$ cat src/rtl/sqmux_sel_ctrl.sv
// Sequencer for the SQMUX clock-select cell: gates the downstream clock around every SELECT flip.
// Optional feature: define SQMUX_SEL_PIN_EN to add a synchronized SEL_PIN request source.
module sqmux_sel_ctrl #(
  parameter int SETTLE_CYCLES = 4,
  parameter int CNT_W         = 8,
  parameter bit RESET_SEL     = 1'b0
) (
  input  logic CLK,
  input  logic RST,
  input  logic REQ_VALID,
  input  logic REQ_SEL,
`ifdef SQMUX_SEL_PIN_EN
  input  logic SEL_PIN,
`endif
  output logic REQ_READY,
  output logic SELECT,
  output logic GATE_EN,
  output logic BUSY,
  output logic DONE
);

  typedef enum logic [1:0] {
    IDLE     = 2'd0,
    GATE_OFF = 2'd1,
    SWITCH   = 2'd2
  } state_t;

  // A settle time of zero would flip SELECT with the clock still running.
  localparam int              SETTLE   = (SETTLE_CYCLES < 1) ? 1 : SETTLE_CYCLES;
  localparam logic [CNT_W-1:0] CNT_LOAD = CNT_W'(SETTLE - 1);

  state_t           state, state_nxt;
  logic [CNT_W-1:0] cnt, cnt_nxt;
  logic             sel_nxt, gate_nxt, done_nxt;
  logic             req_fire;
  logic             req_sel_eff;

  assign REQ_READY = (state == IDLE) && !RST;
  assign BUSY      = (state != IDLE);

`ifdef SQMUX_SEL_PIN_EN
  logic [1:0] pin_sync;
  logic       pin_req;

  always_ff @(posedge CLK) begin
    if (RST) pin_sync <= {2{RESET_SEL}};
    else     pin_sync <= {pin_sync[0], SEL_PIN};
  end

  // The pin only raises a request when the handshake port is quiet.
  assign pin_req     = (state == IDLE) && !REQ_VALID && (pin_sync[1] != SELECT);
  assign req_fire    = (REQ_VALID && REQ_READY) || pin_req;
  assign req_sel_eff = REQ_VALID ? REQ_SEL : pin_sync[1];
`else
  assign req_fire    = REQ_VALID && REQ_READY;
  assign req_sel_eff = REQ_SEL;
`endif

  // NOTE: sequential state uses non-blocking assignments so every flop samples pre-edge values.
  always_ff @(posedge CLK) begin
    if (RST) begin
      state   <= IDLE;
      cnt     <= '0;
      SELECT  <= RESET_SEL;
      GATE_EN <= 1'b1;
      DONE    <= 1'b0;
    end else begin
      state   <= state_nxt;
      cnt     <= cnt_nxt;
      SELECT  <= sel_nxt;
      GATE_EN <= gate_nxt;
      DONE    <= done_nxt;
    end
  end

  // NOTE: default assignment first so no path through the case infers a latch.
  always_comb begin
    state_nxt = state;
    unique case (state)
      IDLE:     if (req_fire && (req_sel_eff != SELECT)) state_nxt = GATE_OFF;
      GATE_OFF: if (cnt == '0) state_nxt = SWITCH;
      SWITCH:   if (cnt == '0) state_nxt = IDLE;
      default:  state_nxt = IDLE;
    endcase
  end

  always_comb begin
    cnt_nxt  = cnt;
    sel_nxt  = SELECT;
    gate_nxt = GATE_EN;
    done_nxt = 1'b0;
    unique case (state)
      IDLE: begin
        if (req_fire) begin
          if (req_sel_eff != SELECT) begin
            gate_nxt = 1'b0;
            cnt_nxt  = CNT_LOAD;
          end else begin
            done_nxt = 1'b1;
          end
        end
      end
      GATE_OFF: begin
        if (cnt == '0) begin
          sel_nxt = ~SELECT;
          cnt_nxt = CNT_LOAD;
        end else begin
          cnt_nxt = cnt - 1'b1;
        end
      end
      SWITCH: begin
        if (cnt == '0) begin
          gate_nxt = 1'b1;
          done_nxt = 1'b1;
        end else begin
          cnt_nxt = cnt - 1'b1;
        end
      end
      default: begin
        gate_nxt = 1'b1;
      end
    endcase
  end

endmodule

$ cat config.mk
export PLATFORM = sky130hd
export DESIGN_NAME = sqmux_sel_ctrl
export DESIGN_NICKNAME = d
export VERILOG_FILES = /design/src/rtl/sqmux_sel_ctrl.sv
export SDC_FILE = /design/constraint.sdc
export NUM_CORES = 1
export LEC_CHECK = 0
export ABC_AREA = 1
export BUFFER_PORTS_ARGS = -buffer_cell sky130_fd_sc_hd__buf_2
export CAP_MARGIN = 20
export CORE_MARGIN = 5
export CORE_UTILIZATION = 40
export DETAILED_ROUTE_END_ITERATION = 10
export PLACE_DENSITY_LB_ADDON = 0.2
export RECOVER_POWER = 100
export SLEW_MARGIN = 10
export SYNTH_ARGS = -nofsm -noshare
export SYNTH_HDL_FRONTEND = slang
export SYNTH_SLANG_ARGS = --single-unit
$ cat constraint.sdc
create_clock -name CLK -period 3.27 [get_ports CLK]
set_input_delay 0.1635 -clock CLK [delete_from_list [all_inputs] [get_ports CLK]]
set_output_delay 0.1635 -clock CLK [all_outputs]
set_load 0.05 [all_outputs]
==> qor.yml, run 1 <==
status:
  outcome: "complete, no violations"
global_routing:
  grt_usage: 0.129
  grt_pass1_vias: 757
  grt_pass1_wl_mm: 3.29
  antenna_found_initial: 0
  grt_max_degree: 11
  grt_overflow: 0
placed_design:
  place_congestion: 0.832
  placed_area_sq_um: 965
  port_buffers: 8
  hpwl_mm: 1.43
pwr:
  ir_worst_vdd_mv: 0.347
  pwr_density_cell_nw_per_um2: 796
  power.leakage_nw: 0.468
run:
  maxCapViolations: 0
die:
  die_h_um: 57.2
  rows: 17
  die_area_sq_um: 3270
  die_w_um: 57.2
  ios: 9
  initial_core_util: 0.410
  core_area_sq_um: 2170
timing:
  setup_viol: 0
  slew_headroom: 0.595
  fin_skew_ns: 0.00732
  rsz0062_at_grt: "no"
  hold_viol: 0
  post-route-period-util: 0.628
  fin_crit_ns: 2.05
  fmaxAchievable_mhz: 487
  worst_pin_slew_ns: 0.610
  finalSetupTns_ns: 0
  slew_viol_final: 0
logic_synthesis:
  syn_avg_cell_area_sq_um: 6.90
  yosysTopAreaCell: "dfxtp_1"
  yosys-top-cells-area: "dfxtp_1 29%, nand2_1 12%, ha_1 9.8%"
  syn_nets: 140
  seq_area_frac_synth: 0.293
  yosys_warnings: 0
  ys_seq_elements: 13
  synth.top_cell.area_share: 0.293
  synthCells: 129
  post_synth_num_cell_types: 23
  synth_area_sq_um: 890
route:
  routed_wl_mm: 1.85
  drc: 0
  drtIter0Drc: 23
  dr.pass1.iters: 4
  antenna_left: 0
  num_vias: 827
  detail_route.vias_per_cell: 4.89
  post_drt_wl_per_cell_um: 10.9
clocking:
  clock_latency_ns: 0.28
  cts_resized: 0
  cts_buffer_depth: 2
  clkSinkCount: 13
  clk_pin_slew_ns: 0.09
  cts_made_buffers: 3
  root_buffer: "clkbuf_4"
  cts_tree: "built"
  hold_buffers: 0
  post_cts_buffers: 0
  htree_levels: 1
critical_path:
  path_max_fanout: 10
  worst_setup_path_start_kind: "register"
  path_class: "register to register"
  critical_path_required_ns: 3.50
  cp-end-kind: "register"
  critPathArrivalTime_ns: 2.28
final_layout:
  postLayoutCellArea_sq_um: 943
  syn2layout_area_growth_pct: 6.05
  drive_gt1_frac: 0.0851
  antenna_cells: 0
  nets: 153
hold_path:
  hold_class: "primary input to register"
flip-flops by register name, summed over array words and instances, names as in the netlist:
name	flops
DONE	1
GATE_EN	1
SELECT	1
cnt	8
state	2
worst paths after layout:
kind	startpoint	endpoint	slack (ns)	depth (start not counted)
max	cnt[0]	cnt[4]	1.22	9
max reg2reg	cnt[0]	cnt[4]	1.22	9
min reg2reg	GATE_EN	GATE_EN	0.48	2
min	RST	state[1]	0.13	2
metrics by stage:
step           worst slack, ns  std cells  total power, mW   util  hold WS (ns)
2_1_floorplan             1.30        129            0.605      -         0.233
3_3_place_gp              1.71        165            0.682  0.445         0.420
3_5_place_dp              1.68        165            0.689  0.445         0.415
4_1_cts                   1.66        169            0.797  0.457         0.100
5_1_grt                  0.969        169            0.837  0.435        0.0949
6_report                  1.22        169            0.751  0.435         0.126
cells in the final DEF, fill, tap and decap left out, types with 4 or more instances in the layout:
cell type,instances
nand2_1,31
inv_1,20
dfxtp_1,13
nor2_1,13
nand3_1,9
o21ai_0,7
nand4_1,7
ha_1,7
a21oi_1,6
clkbuf_1,6
nor3_1,4
logic make-up after synthesis:
group,count (synthesis),synth area share
buffers and inverters,23,0.0999
flip-flops,13,0.293
XOR/XNOR,1,0.00985
AND/OR/NAND/NOR,70,0.411
adder cells (fa/ha/maj),7,0.0984
AO/OA/AOI/OAI,15,0.0886
power by group:
part           internal, mW  switching [mW]
Sequential            0.197          0.0269
Combinational         0.127           0.296
Clock                0.0474          0.0562
Total                 0.372           0.379
area by class of cell:
type	count	area (sq um)
tap	28	35.0
sequential	13	260
clock buffer	4	26.3
timing repair buffer	8	33.8
inverter	23	88.8
multi-input combinational	93	499
fill	253	1230
synthesized netlist by cell type:
master,number
a21oi_1,6
clkinv_1,1
dfxtp_1,13
ha_1,7
inv_1,20
inv_2,1
inv_4,1
nand2_1,28
nand2_2,2
nand2_4,2
nand3_1,8
nand3_4,1
nand3b_1,1
nand4_1,7
nor2_1,13
nor2_4,2
nor3_1,4
nor3b_4,1
nor4_1,1
o21ai_0,7
o21ai_1,1
o21ai_2,1
xor2_1,1
routing by layer:
layer  vias up  part of all wire  GRT usage
li1        441                 -          -
met1       359              0.49      0.164
met2        19              0.43      0.184
met3         8             0.050     0.0475
met4         0             0.032     0.0762
met5         -                 0          0
critical path, stage by stage, from the launching register on:
cell and delay [ns]:
dfxtp_1 0.37, inv_1 0.10, ha_1 0.15, nor3b_1 0.35, nand3_1 0.39, nand2_1 0.30, inv_4 0.07, nand2_1 0.12
nand2_1 0.07, nor2_1 0.08
Note: power is estimated with default switching activity, not from simulation.
==> inputs of run 2 (changes only) <==
ABC_AREA = 0   (was 1)
clock period = 1.8 ns   (was 3.27 ns; I/O delays follow)
==> run 2 against run 1 <==
  * The flow now finishes with violations (setup timing)
  * Combinational power grew to 4.0 times the previous value
  * Clock skew shrank 0.0039 ns
  * Wire length increased by 32%
  * Final cell count shrank 5.9%
  * Critical path type unchanged
==> qor.yml, run 2 <==
status:
  outcome: "finished with violations"
  violations: "setup timing"
timing:
  rsz0062_at_grt: "yes"
  setup_slack_ns: -0.187  # -1.40 ns
  setup_viol: 7  # +7
  fin_crit_ns: 1.99  # -0.0666 ns
  slew_headroom: 0.598  # +0.00293
  worst_pin_slew_ns: 0.605  # -0.00441 ns
  fmaxAchievable_mhz: 503  # +3.4%
  hold_viol: 0  # unchanged
  post-route-period-util: 1.10  # +0.476
  slew_viol_final: 0  # unchanged
  fin_skew_ns: 0.00345  # -0.00387 ns
clocking:
  cts_buffer_depth: 2  # unchanged
  clkSinkCount: 13  # unchanged
  cts_made_buffers: 3  # unchanged
  root_buffer: "clkbuf_4"
  clock_latency_ns: 0.28  # about the same
  cts_tree: "built"
  hold_buffers: 0  # unchanged
  htree_levels: 1  # unchanged
  clk_pin_slew_ns: 0.09  # about the same
global_routing:
  grt_max_degree: 12  # +1
  grt_overflow: 0  # unchanged
  grt_pass1_wl_mm: 3.68  # +12%
  grt_pass1_vias: 840  # +11%
  antenna_found_initial: 0  # unchanged
  grt_usage: 0.148  # +0.0193
critical_path:
  path_class: "register to register"
  critPathArrivalTime_ns: 2.20  # -0.08 ns
  cp_slowest_cell: "or4_4"
  critical_path_required_ns: 2.01  # -1.49 ns
  cp.depth: 4  # -5
  path_max_fanout: 2  # -8
  worst_setup_path_start_kind: "register"
  crit_family: "simple AND/OR/NAND/NOR gates"
  crit_path_start: "cnt[2]"
  path_buf_inv: 0  # -2
  reg2reg_slack_ns: -0.19  # -1.40 ns
  r2r_end: "cnt[7]"
  r2r_start: "cnt[2]"
  cp-end-kind: "register"
  slowest_delay_ns: 0.53  # +0.14 ns
  endpoint: "cnt[7]"
  crit_top_cell: "or4_4"
  crit_chain: "or4_4 -> or4_4 -> or4_4 -> a211oi_2"
  r2r_cells: 4  # -5
logic_synthesis:
  synth_common_cells: "13 x dfxtp_1, 7 x ha_1, 7 x inv_1, 7 x or4_1"
  synth_area_sq_um: 820  # -7.9%
  syn_avg_cell_area_sq_um: 8.72  # +26%
  synthArstFlopShare: 0  # unchanged
  yosysTopAreaCell: "dfxtp_1"
  synthCells: 94  # -27%
  synth.top_cell.area_share: 0.318  # +0.0250
  synth_edf_count: 0  # unchanged
  post_synth_num_cell_types: 31  # +35%
  yosys-top-cells-area: "dfxtp_1 32%, ha_1 11%, or4_1 6.4%"
  yosysMostFrequentCell: "dfxtp_1"
  yosys_warnings: 0  # unchanged
  ys_seq_elements: 13  # unchanged
  syn_nets: 105  # -25%
  seq_area_frac_synth: 0.318  # +0.0250
  yosys_most_used_dff: "dfxtp_1"
final_layout:
  top_regs: "cnt (8), state (2)"
  drive_gt1_frac: 0.485  # +0.400
  regMostFlops: "cnt"
  nets: 144  # -5.9%
  largest_reg_flops: 8  # unchanged
  n_fill_cell: 187  # -26%
  mostFrequentLayoutCells: "26 x buf_4, 9 x dfxtp_1"
  final_common_cell: "buf_4"
  syn2layout_area_growth_pct: 48.5
  antenna_cells: 0  # unchanged
  finish.utilization: 0.621  # +0.186
route:
  drtIter0Drc: 19  # -17%
  antenna_left: 0  # unchanged
  post_drt_wl_per_cell_um: 15.3  # +40%
  routed_wl_mm: 2.44  # +32%
  dr.pass1.iters: 4  # unchanged
  num_vias: 931  # +13%
  drc: 0  # unchanged
  detail_route.vias_per_cell: 5.86  # +20%
pwr:
  ir_worst_vdd_mv: 1.11  # +220%
  power.leakage_nw: 0.505  # +7.9%
  pwr_density_cell_nw_per_um2: 1920  # +140%
  total_power_mw: 2.33  # +210%
die:
  ios: 9  # unchanged
  core_area_sq_um: 1960  # -9.6%
  die_area_sq_um: 3050  # -6.5%
  die_w_um: 55.3  # -3.3%
  initial_core_util: 0.418  # +0.00770
  rows: 16  # -1
  die_h_um: 55.3  # -3.3%
hold_path:
  hold_class: "primary input to register"
placed_design:
  port_buffers: 8  # unchanged
  place_congestion: 0.847  # +1.8%
  hpwl_mm: 1.74  # +21%
run:
  maxCapViolations: 0  # unchanged
run 2: cell count changes after synthesis, sizes merged, moves of 5 or more:
| cell | delta |
|---|---|
| o31ai | +6 |
| inv | -15 |
| nand3 | -8 |
| nand4 | -5 |
| a211oi | +7 |
| or4 | +8 |
| nand2 | -29 |
| nor2 | -9 |
| o21ai | -5 |
run 2: power breakdown:
part / total (mW) / internal, mW / leakage (nW) / switching (mW)
sequential: 0.445 / 0.382 / 0.108 / 0.0630
clock: 0.191 / 0.0862 / 0.0150 / 0.105
combinational: 1.70 / 0.791 / 0.381 / 0.904
total: 2.33 / 1.26 / 0.505 / 1.07
run 2: area by class of cell:
class | instances | area (sq um) | share of cell area
clock buffer | 4 | 26.3 | 0.0216
multi-input combinational | 72 | 613 | 0.504
sequential | 13 | 268 | 0.220
timing repair buffer | 36 | 246 | 0.202
inverter | 7 | 30.0 | 0.0247
tap | 27 | 33.8 | 0.0277
run 2: worst min-delay path: cells and delay by family:
family                 cells  cell delay [ns]
buffers and inverters      2             0.27
AO/OA/AOI/OAI              1             0.04
run 2: kinds of logic (layout without fill, tap and decap cells):
kind of cell,Yosys count,after routing,synth area share
buffers and inverters,10,47,0.0458
flip-flops,13,13,0.318
AO/OA/AOI/OAI,31,32,0.267
adder cells (fa/ha/maj),7,7,0.107
AND/OR/NAND/NOR,31,31,0.241
XOR/XNOR,2,2,0.0214
run 2: how the worst min path moves through the flow:
stage          slack [ns]  endpoint  cells after the start      start
2_1_floorplan        0.32      DONE                      3  REQ_VALID
3_3_place_gp         0.43    SELECT                      3        RST
3_5_place_dp         0.43    SELECT                      3        RST
4_1_cts              0.14  state[0]                      3        RST
5_1_grt              0.18  state[0]                      3        RST
6_report             0.16  state[0]                      3        RST
run 2: per-layer routing:
layer  track usage  wire length (um)  share of wire  up-vias
li1              -                 -              -      445
met1         0.189              1090           0.45      447
met2         0.242              1180           0.49       33
met3        0.0233               111          0.046        6
met4        0.0694                48          0.020        0
met5             0                 0              0        -
run 2: per-stage QoR:
stage,setup WS [ns],instances,hold slack (ns),TNS [ns],instance area (sq um)
after global routing,-0.226,159,0.177,-0.947,1220
after CTS,-0.217,155,0.143,-0.273,1150
after floorplan,-0.176,94,0.316,-0.222,841
final,-0.187,159,0.159,-0.540,1220
after detailed placement,-0.207,150,0.428,-1.23,1080
after global placement,-0.181,150,0.426,-0.627,1080
run 2: timing repair:
action,in CTS,in global routing
gates resized for setup,13,11
setup buffers,1,3
cloned,0,1
setup endpoints to repair,8,8
pin swaps,1,3
